--- config.mk ---
export PLATFORM = sky130hd
export DESIGN_NAME = mem_port_arbiter
export DESIGN_NICKNAME = d
export VERILOG_FILES = /design/src/rtl/mem_port_arbiter.sv
export SDC_FILE = /design/constraint.sdc
export NUM_CORES = 1
export LEC_CHECK = 0
export CORE_MARGIN = 1
export CORE_UTILIZATION = 40
export DETAILED_ROUTE_END_ITERATION = 8
export HOLD_SLACK_MARGIN = 0.05
export PLACE_DENSITY_LB_ADDON = 0.25
export SKIP_LAST_GASP = 1
export SYNTH_ARGS = -nofsm -noshare
export SYNTH_HDL_FRONTEND = slang
export SYNTH_SLANG_ARGS = --single-unit
--- constraint.sdc ---
create_clock -name clk -period 1.69 [get_ports clk]
set_input_delay 0.169 -clock clk [delete_from_list [all_inputs] [get_ports clk]]
set_output_delay 0.169 -clock clk [all_outputs]
set_load 0.01 [all_outputs]
--- src/rtl/mem_port_arbiter.sv ---
// Arbitrates the single MMU memory port between instruction fetch and the data stage.
// One access at a time: grant, hold strobes WAIT_CYCLES cycles, ack, one turnaround cycle.
module mem_port_arbiter #(
  parameter int unsigned WAIT_CYCLES = 2,
  parameter int unsigned CNT_W       = 4
) (
  input  logic        clk,
  input  logic        rst,
  input  logic        if_req,
  input  logic [31:0] if_addr,
  output logic [31:0] if_rdata,
  output logic        if_ack,
  input  logic        d_req,
  input  logic        d_we,
  input  logic [31:0] d_addr,
  input  logic [31:0] d_wdata,
  input  logic        d_byte,
  output logic [31:0] d_rdata,
  output logic        d_ack,
  output logic        stall_if,
  output logic        stall_d,
  output logic        mmu_read,
  output logic        mmu_write,
  output logic [31:0] mmu_addr,
  output logic [31:0] mmu_wdata,
  output logic        mmu_byte,
  input  logic [31:0] mmu_rdata
);

  typedef enum logic [1:0] {IDLE, ACCESS, DONE} state_t;

  state_t           state_q, state_d;
  logic [CNT_W-1:0] cnt_q, cnt_d;
  logic             last_d_q, last_d_d;
  logic             gnt_d_q, gnt_d_d;
  logic             grant_data;
  logic             mmu_read_q, mmu_read_d;
  logic             mmu_write_q, mmu_write_d;
  logic [31:0]      mmu_addr_q, mmu_addr_d;
  logic [31:0]      mmu_wdata_q, mmu_wdata_d;
  logic             mmu_byte_q, mmu_byte_d;
  logic             if_ack_q, if_ack_d;
  logic             d_ack_q, d_ack_d;
  logic [31:0]      if_rdata_q, if_rdata_d;
  logic [31:0]      d_rdata_q, d_rdata_d;

  always_comb begin
    state_d     = state_q;
    cnt_d       = cnt_q;
    last_d_d    = last_d_q;
    gnt_d_d     = gnt_d_q;
    grant_data  = 1'b0;
    mmu_read_d  = mmu_read_q;
    mmu_write_d = mmu_write_q;
    mmu_addr_d  = mmu_addr_q;
    mmu_wdata_d = mmu_wdata_q;
    mmu_byte_d  = mmu_byte_q;
    if_ack_d    = 1'b0;
    d_ack_d     = 1'b0;
    if_rdata_d  = if_rdata_q;
    d_rdata_d   = d_rdata_q;

    case (state_q)
      IDLE: begin
        if (d_req || if_req) begin
          // Data wins a tie unless it also took the previous grant.
          grant_data = d_req && !(if_req && last_d_q);
          if (grant_data) begin
            mmu_addr_d  = d_addr;
            mmu_wdata_d = d_wdata;
            mmu_byte_d  = d_byte;
            mmu_read_d  = ~d_we;
            mmu_write_d = d_we;
          end else begin
            mmu_addr_d  = if_addr;
            mmu_wdata_d = '0;
            mmu_byte_d  = 1'b0;
            mmu_read_d  = 1'b1;
            mmu_write_d = 1'b0;
          end
          gnt_d_d  = grant_data;
          last_d_d = grant_data;
          cnt_d    = CNT_W'(WAIT_CYCLES - 1);
          state_d  = ACCESS;
        end
      end

      ACCESS: begin
        if (cnt_q != '0) begin
          cnt_d = cnt_q - 1'b1;
        end else begin
          mmu_read_d  = 1'b0;
          mmu_write_d = 1'b0;
          if (mmu_read_q) begin
            if (gnt_d_q) d_rdata_d  = mmu_rdata;
            else         if_rdata_d = mmu_rdata;
          end
          if (gnt_d_q) d_ack_d  = 1'b1;
          else         if_ack_d = 1'b1;
          state_d = DONE;
        end
      end

      DONE: begin
        state_d = IDLE;
      end

      default: begin
        state_d = IDLE;
      end
    endcase
  end

  always_ff @(posedge clk) begin
    if (rst) begin
      state_q     <= IDLE;
      cnt_q       <= '0;
      last_d_q    <= 1'b0;
      gnt_d_q     <= 1'b0;
      mmu_read_q  <= 1'b0;
      mmu_write_q <= 1'b0;
      mmu_addr_q  <= '0;
      mmu_wdata_q <= '0;
      mmu_byte_q  <= 1'b0;
      if_ack_q    <= 1'b0;
      d_ack_q     <= 1'b0;
      if_rdata_q  <= '0;
      d_rdata_q   <= '0;
    end else begin
      state_q     <= state_d;
      cnt_q       <= cnt_d;
      last_d_q    <= last_d_d;
      gnt_d_q     <= gnt_d_d;
      mmu_read_q  <= mmu_read_d;
      mmu_write_q <= mmu_write_d;
      mmu_addr_q  <= mmu_addr_d;
      mmu_wdata_q <= mmu_wdata_d;
      mmu_byte_q  <= mmu_byte_d;
      if_ack_q    <= if_ack_d;
      d_ack_q     <= d_ack_d;
      if_rdata_q  <= if_rdata_d;
      d_rdata_q   <= d_rdata_d;
    end
  end

  assign mmu_read  = mmu_read_q;
  assign mmu_write = mmu_write_q;
  assign mmu_addr  = mmu_addr_q;
  assign mmu_wdata = mmu_wdata_q;
  assign mmu_byte  = mmu_byte_q;
  assign if_ack    = if_ack_q;
  assign d_ack     = d_ack_q;
  assign if_rdata  = if_rdata_q;
  assign d_rdata   = d_rdata_q;
  assign stall_if  = if_req & ~if_ack_q;
  assign stall_d   = d_req & ~d_ack_q;

endmodule

* Yosys cells after proc, flatten, opt, wreduce, memory -nomap -nowiden
Cells that the tools add are included.
** Word-level totals
- Bits in registers :: 140
- Input port bits :: 134
- Output and inout bits :: 135
- Word-level logic and storage cells :: 57
** Cells by class
- Add/subtract/negate cells :: 1
- Eq/ne operators :: 4
- Mux-type cells :: 18
- Bitwise logic cells :: 8
- Reduce and logical (&&, ||, !) cells :: 14
** Operators with widths (number)
- 32-bit two-way mux :: 2
- 1-bit two-way mux :: 8
- 4-bit two-way mux :: 2
- 4-bit case mux with 2 select lines :: 1
- 4-bit AND reduction :: 2
- 2-bit != test, second input constant :: 3
- 1-bit inverter :: 6
- 3-bit AND reduction :: 2
- 2-bit two-way mux :: 2
- 1-bit case mux with 2 select lines :: 2
- 2-bit case mux with 2 select lines :: 1
- 2-bit AND reduction :: 2
- 4-bit nonzero test :: 1
- 4-bit by 1-bit subtractor with 4-bit output, second input constant :: 1
- 3-bit OR reduction :: 1
- 1-bit bitwise AND :: 2
- 2-bit by 1-bit == test with 1-bit output, second input constant :: 1
- 1-bit logical AND :: 2
- 2-bit logical NOT :: 1
- 2-bit nonzero test :: 1
- 1-bit logical NOT :: 1
- 1-bit logical OR :: 1

* Logic depth before layout (Yosys ltp)
- Depth in word-level cells :: 6
- Depth in mapped cells :: 7
- Depth with buffers taken out :: 5

* Worst setup path after synthesis
OpenSTA, ideal clock, no wires.
- Path type :: flip-flop to flip-flop
- From :: register cnt_q[0]
- To :: register if_rdata_q[22], in the netlist if_rdata[22]
- Library setup time :: 0.132 ns
- Arrival :: 1.404 ns
- Setup slack :: 0.154 ns
- Stages on the path, launching flop included :: 8
- Path buffers :: 2
- Cell sequence :: dfxtp_1 inv_1 ha_1 or3b_1 buf_6 buf_6 o21ai_0 a21oi_1
** On the way
- Cells in the longest elaborated chain, start to end :: 3
** RTL lines
- from (decl) :: RTL line 33 : logic [CNT_W-1:0] cnt_q, cnt_d;
- from (signal assigned) :: RTL line 131 : cnt_q <= cnt_d;
- 4-bit nonzero test :: RTL line 89 : if (cnt_q != '0) begin
- 1-bit inverter (no line)
- 4-bit AND reduction (no line)
- to (signal assigned) :: RTL line 141 : if_rdata_q <= if_rdata_d;
- to (decl) :: RTL line 44 : logic [31:0] if_rdata_q, if_rdata_d;
Every way passes these cells.
A chain may end at the register's enable or synchronous reset.

* Worst setup path in the final report
- From :: input port if_req
- To :: output port stall_if
** On the way
- Cells in the longest elaborated chain, start to end :: 1
** RTL lines
- from (decl) :: RTL line 9 : input logic if_req,
- 1-bit bitwise AND :: RTL line 155 : assign stall_if = if_req & ~if_ack_q;
- to (decl) :: RTL line 20 : output logic stall_if,
Every way passes these cells.

==> out/results.ini <==
[routing]
ant_nets = 0
drt_wl_total_um = 16300
drt_pre_antenna_iters = 5
drc_errors = 0
dr_total_vias = 5203
drtIter0Drc = 381
vias_per_cell = 5.35
avgRoutedWirePerCell_um = 16.8

[worst_setup_path]
critPathLaunchType = input pin
path_cells = clkdlybuf4s50_1 > nor2b_1 > clkdlybuf4s50_1
setup.worst_path.class = input pin to primary output
crit_slowest_cell = clkdlybuf4s50_1
worst_ep_required_time_ns = 1.52
worst_setup_path_end_kind = primary output
path_max_fanout = 4
crit_top_cell = clkdlybuf4s50_1
critPathArrivalTime_ns = 1.46
max_stage_delay_ns = 0.58

[floorplan]
die_w_um = 117
ioPinCount = 269
initial_core_util_pct = 41.4
core_um2 = 12800
die_h_um = 117
rows = 41
fp.dieArea_um2 = 13700

[timing]
skew_ns = 0.0137
slew_violations = 0
fmax_mhz = 615
tightest_slew_ns = 0.485
rsz0062_at_grt = true
fin_crit_sh_pct = 96.2
hold_viol = 0
tns_ns = 0
period_minus_slack_ns = 1.63
setup_viol = 0
maxSlewHeadroom_pct = 67.6

[grt]
grt.met1_usage_pct = 27.2
met2_usage_pct = 41.1
overflow = 0
grt_pass1_vias = 5152
grtUsageMet3_pct = 8.55
grt_max_degree = 48
antenna_found_initial = 0
top_usage_layer = met2
grt_pass1_wl_um = 25300
grtUsageTotal_pct = 24.0

[pwr]
total_power_mw = 9.35
power_density_nw_per_um2 = 1060
p_sw_share_pct = 25.1
pwr-share-seq_pct = 39.0
clkPwrFrac_pct = 42.1
p_int_mw = 7.00
leakagePower_nw = 3.17
ir_drop_v = 0.000591
p_sw_mw = 2.34
p_comb_share_pct = 18.9

[outcome]
status = finished, final reports clean

[synthesis]
yosys.area.top_type = dfxtp_1
synth_cell_type_count = 40
synth_seq_cells = 140
synth_nets = 668
synth_area_leaders = dfxtp_1, a21oi_1, nand3_1, mux2i_1, o21ai_0
postSynthCellCount = 532
synth_area_um2 = 5290
syn_avg_cell_area_um2 = 9.94
yosysSeqAreaShare_pct = 53.0
yosysTopAreaCellShare_pct = 53.0
yosysWarnings = 0

[layout]
nets = 924
layout_common_cells = clkdlybuf4s50_1, dfxtp_1, a21oi_1
diodes = 0
nFillCells = 993
drive_gt1_share_pct = 7.37
final_common_cell = clkdlybuf4s50_1
syn2layout_area_growth_pct = 66.2
layoutNonFillerInstCount = 973

[cts]
clkSinkCount = 140
clock_latency_ns = 0.42
cts_made_buffers = 17
ctsRootBufferMaster = clkbuf_16
h-tree-depth = 4
clk_pin_slew_worst_paths_ns = 0.06
ctsLongestPathBuffers = 2
cts_tree = yes

[placement]
port_buffers = 268
placed_cells = 939
hpwlAfterDp_um = 11500
place_congestion = 0.756

[run]
cap_violations = 0

[hold_path]
hold_path_class = input pin to flip-flop

[cell usage after synthesis]
cell type / instances
a211oi_1: 1
a21boi_1: 1
a21o_1: 1
a21oi_1: 68
a21oi_2: 1
a22o_1: 33
a31oi_1: 1
a32o_1: 1
and3_1: 1
and3_4: 1
and4b_1: 1
and4bb_1: 1
buf_2: 19
buf_4: 1
buf_6: 9
clkbuf_1: 25
dfxtp_1: 140
ha_1: 2
inv_1: 4
mux2i_1: 32
nand2_1: 3
nand2b_1: 1
nand3_1: 65
nand4b_1: 1
nand4bb_1: 1
nor2_1: 3
nor2b_1: 3
nor3_1: 1
nor3b_1: 1
nor3b_4: 1
o21ai_0: 63
o21ai_1: 5
o221ai_1: 1
o2bb2ai_1: 32
o31ai_1: 1
or2_1: 1
or2_2: 1
or3_1: 2
or3b_1: 1
or4_1: 2
[metal layers]
metal	wire (um)	up-vias
met5	0	-
met4	359	0
met3	1380	32
met2	8120	225
met1	6450	2473
li1	-	2473
[final timing paths]
check        slack (ns)  cells past startpoint            to         start
max reg2reg        0.08                      6      cnt_q[2]      cnt_q[0]
min                0.35                      3    d_rdata[7]  mmu_rdata[7]
min reg2reg        0.47                      1  mmu_addr[17]  mmu_addr[17]
max                0.06                      3      stall_if        if_req
[through the flow]
step / utilization [%] / worst slack (ns) / area (um^2) / hold WS [ns]
floorplan: - / 0.154 / 5290 / 0.302
global placement: 63.6 / 0.00487 / 8120 / 0.443
detailed placement: 63.6 / -0.0343 / 8120 / 0.450
CTS: 68.6 / 0.00440 / 8760 / 0.334
global route: 68.8 / -0.0348 / 8790 / 0.344
finish: 68.8 / 0.0644 / 8790 / 0.351
[layout make-up]
| type | instances | area, um^2 | area share (%) |
|---|---|---|---|
| inverters | 4 | 15.0 | 0.171 |
| flip-flops and latches | 140 | 2800 | 31.9 |
| repair buffers | 291 | 2930 | 33.4 |
| multi-input cells | 334 | 2200 | 25.0 |
| clock buffers | 22 | 464 | 5.28 |
| well taps | 172 | 215 | 2.45 |
| clock inverters | 10 | 164 | 1.87 |
[worst max-delay path, delay by kind of cell]
family	cells	cell delay, ns
buffers and inverters	2	1.12
AND/OR/NAND/NOR	1	0.17
[registers in the layout (all words and copies together) (netlist names), 2 cells and up]
signal,count
mmu_addr,32
d_rdata,32
if_rdata,32
cnt_q,4
mmu_wdata,32
state_q,2
[power groups by stage]
stage / sequential [mW] / clock [mW] / combinational, mW
after global placement: 3.70 / 0 / 1.67
final: 3.65 / 3.93 / 1.77
after floorplan: 3.78 / 0 / 0.720
after detailed placement: 3.71 / 0 / 1.72
after CTS: 3.65 / 3.98 / 1.73
after global routing: 3.67 / 4.16 / 1.89
[logic make-up (layout without fill, tap and decap cells)]
logic type                 after synthesis  count (layout)  share of synthesized area [%]
AOI/OAI and AO/OA                      209             209                           24.8
DFF                                    140             140                           53.0
and+or+nand+nor                         91              91                           9.70
buffers and inverters                   58             327                           5.92
muxes                                   32              32                           6.06
adders and majority gates                2               2                          0.473
[what timing repair did]
action,in CTS,in global routing
gates resized for setup,1,28
hold buffers,1,0
endpoints found under the setup margin,1,67
endpoints found under the hold margin,2,0
buffers inserted,0,1
Note: power is estimated with default switching activity, not from simulation.
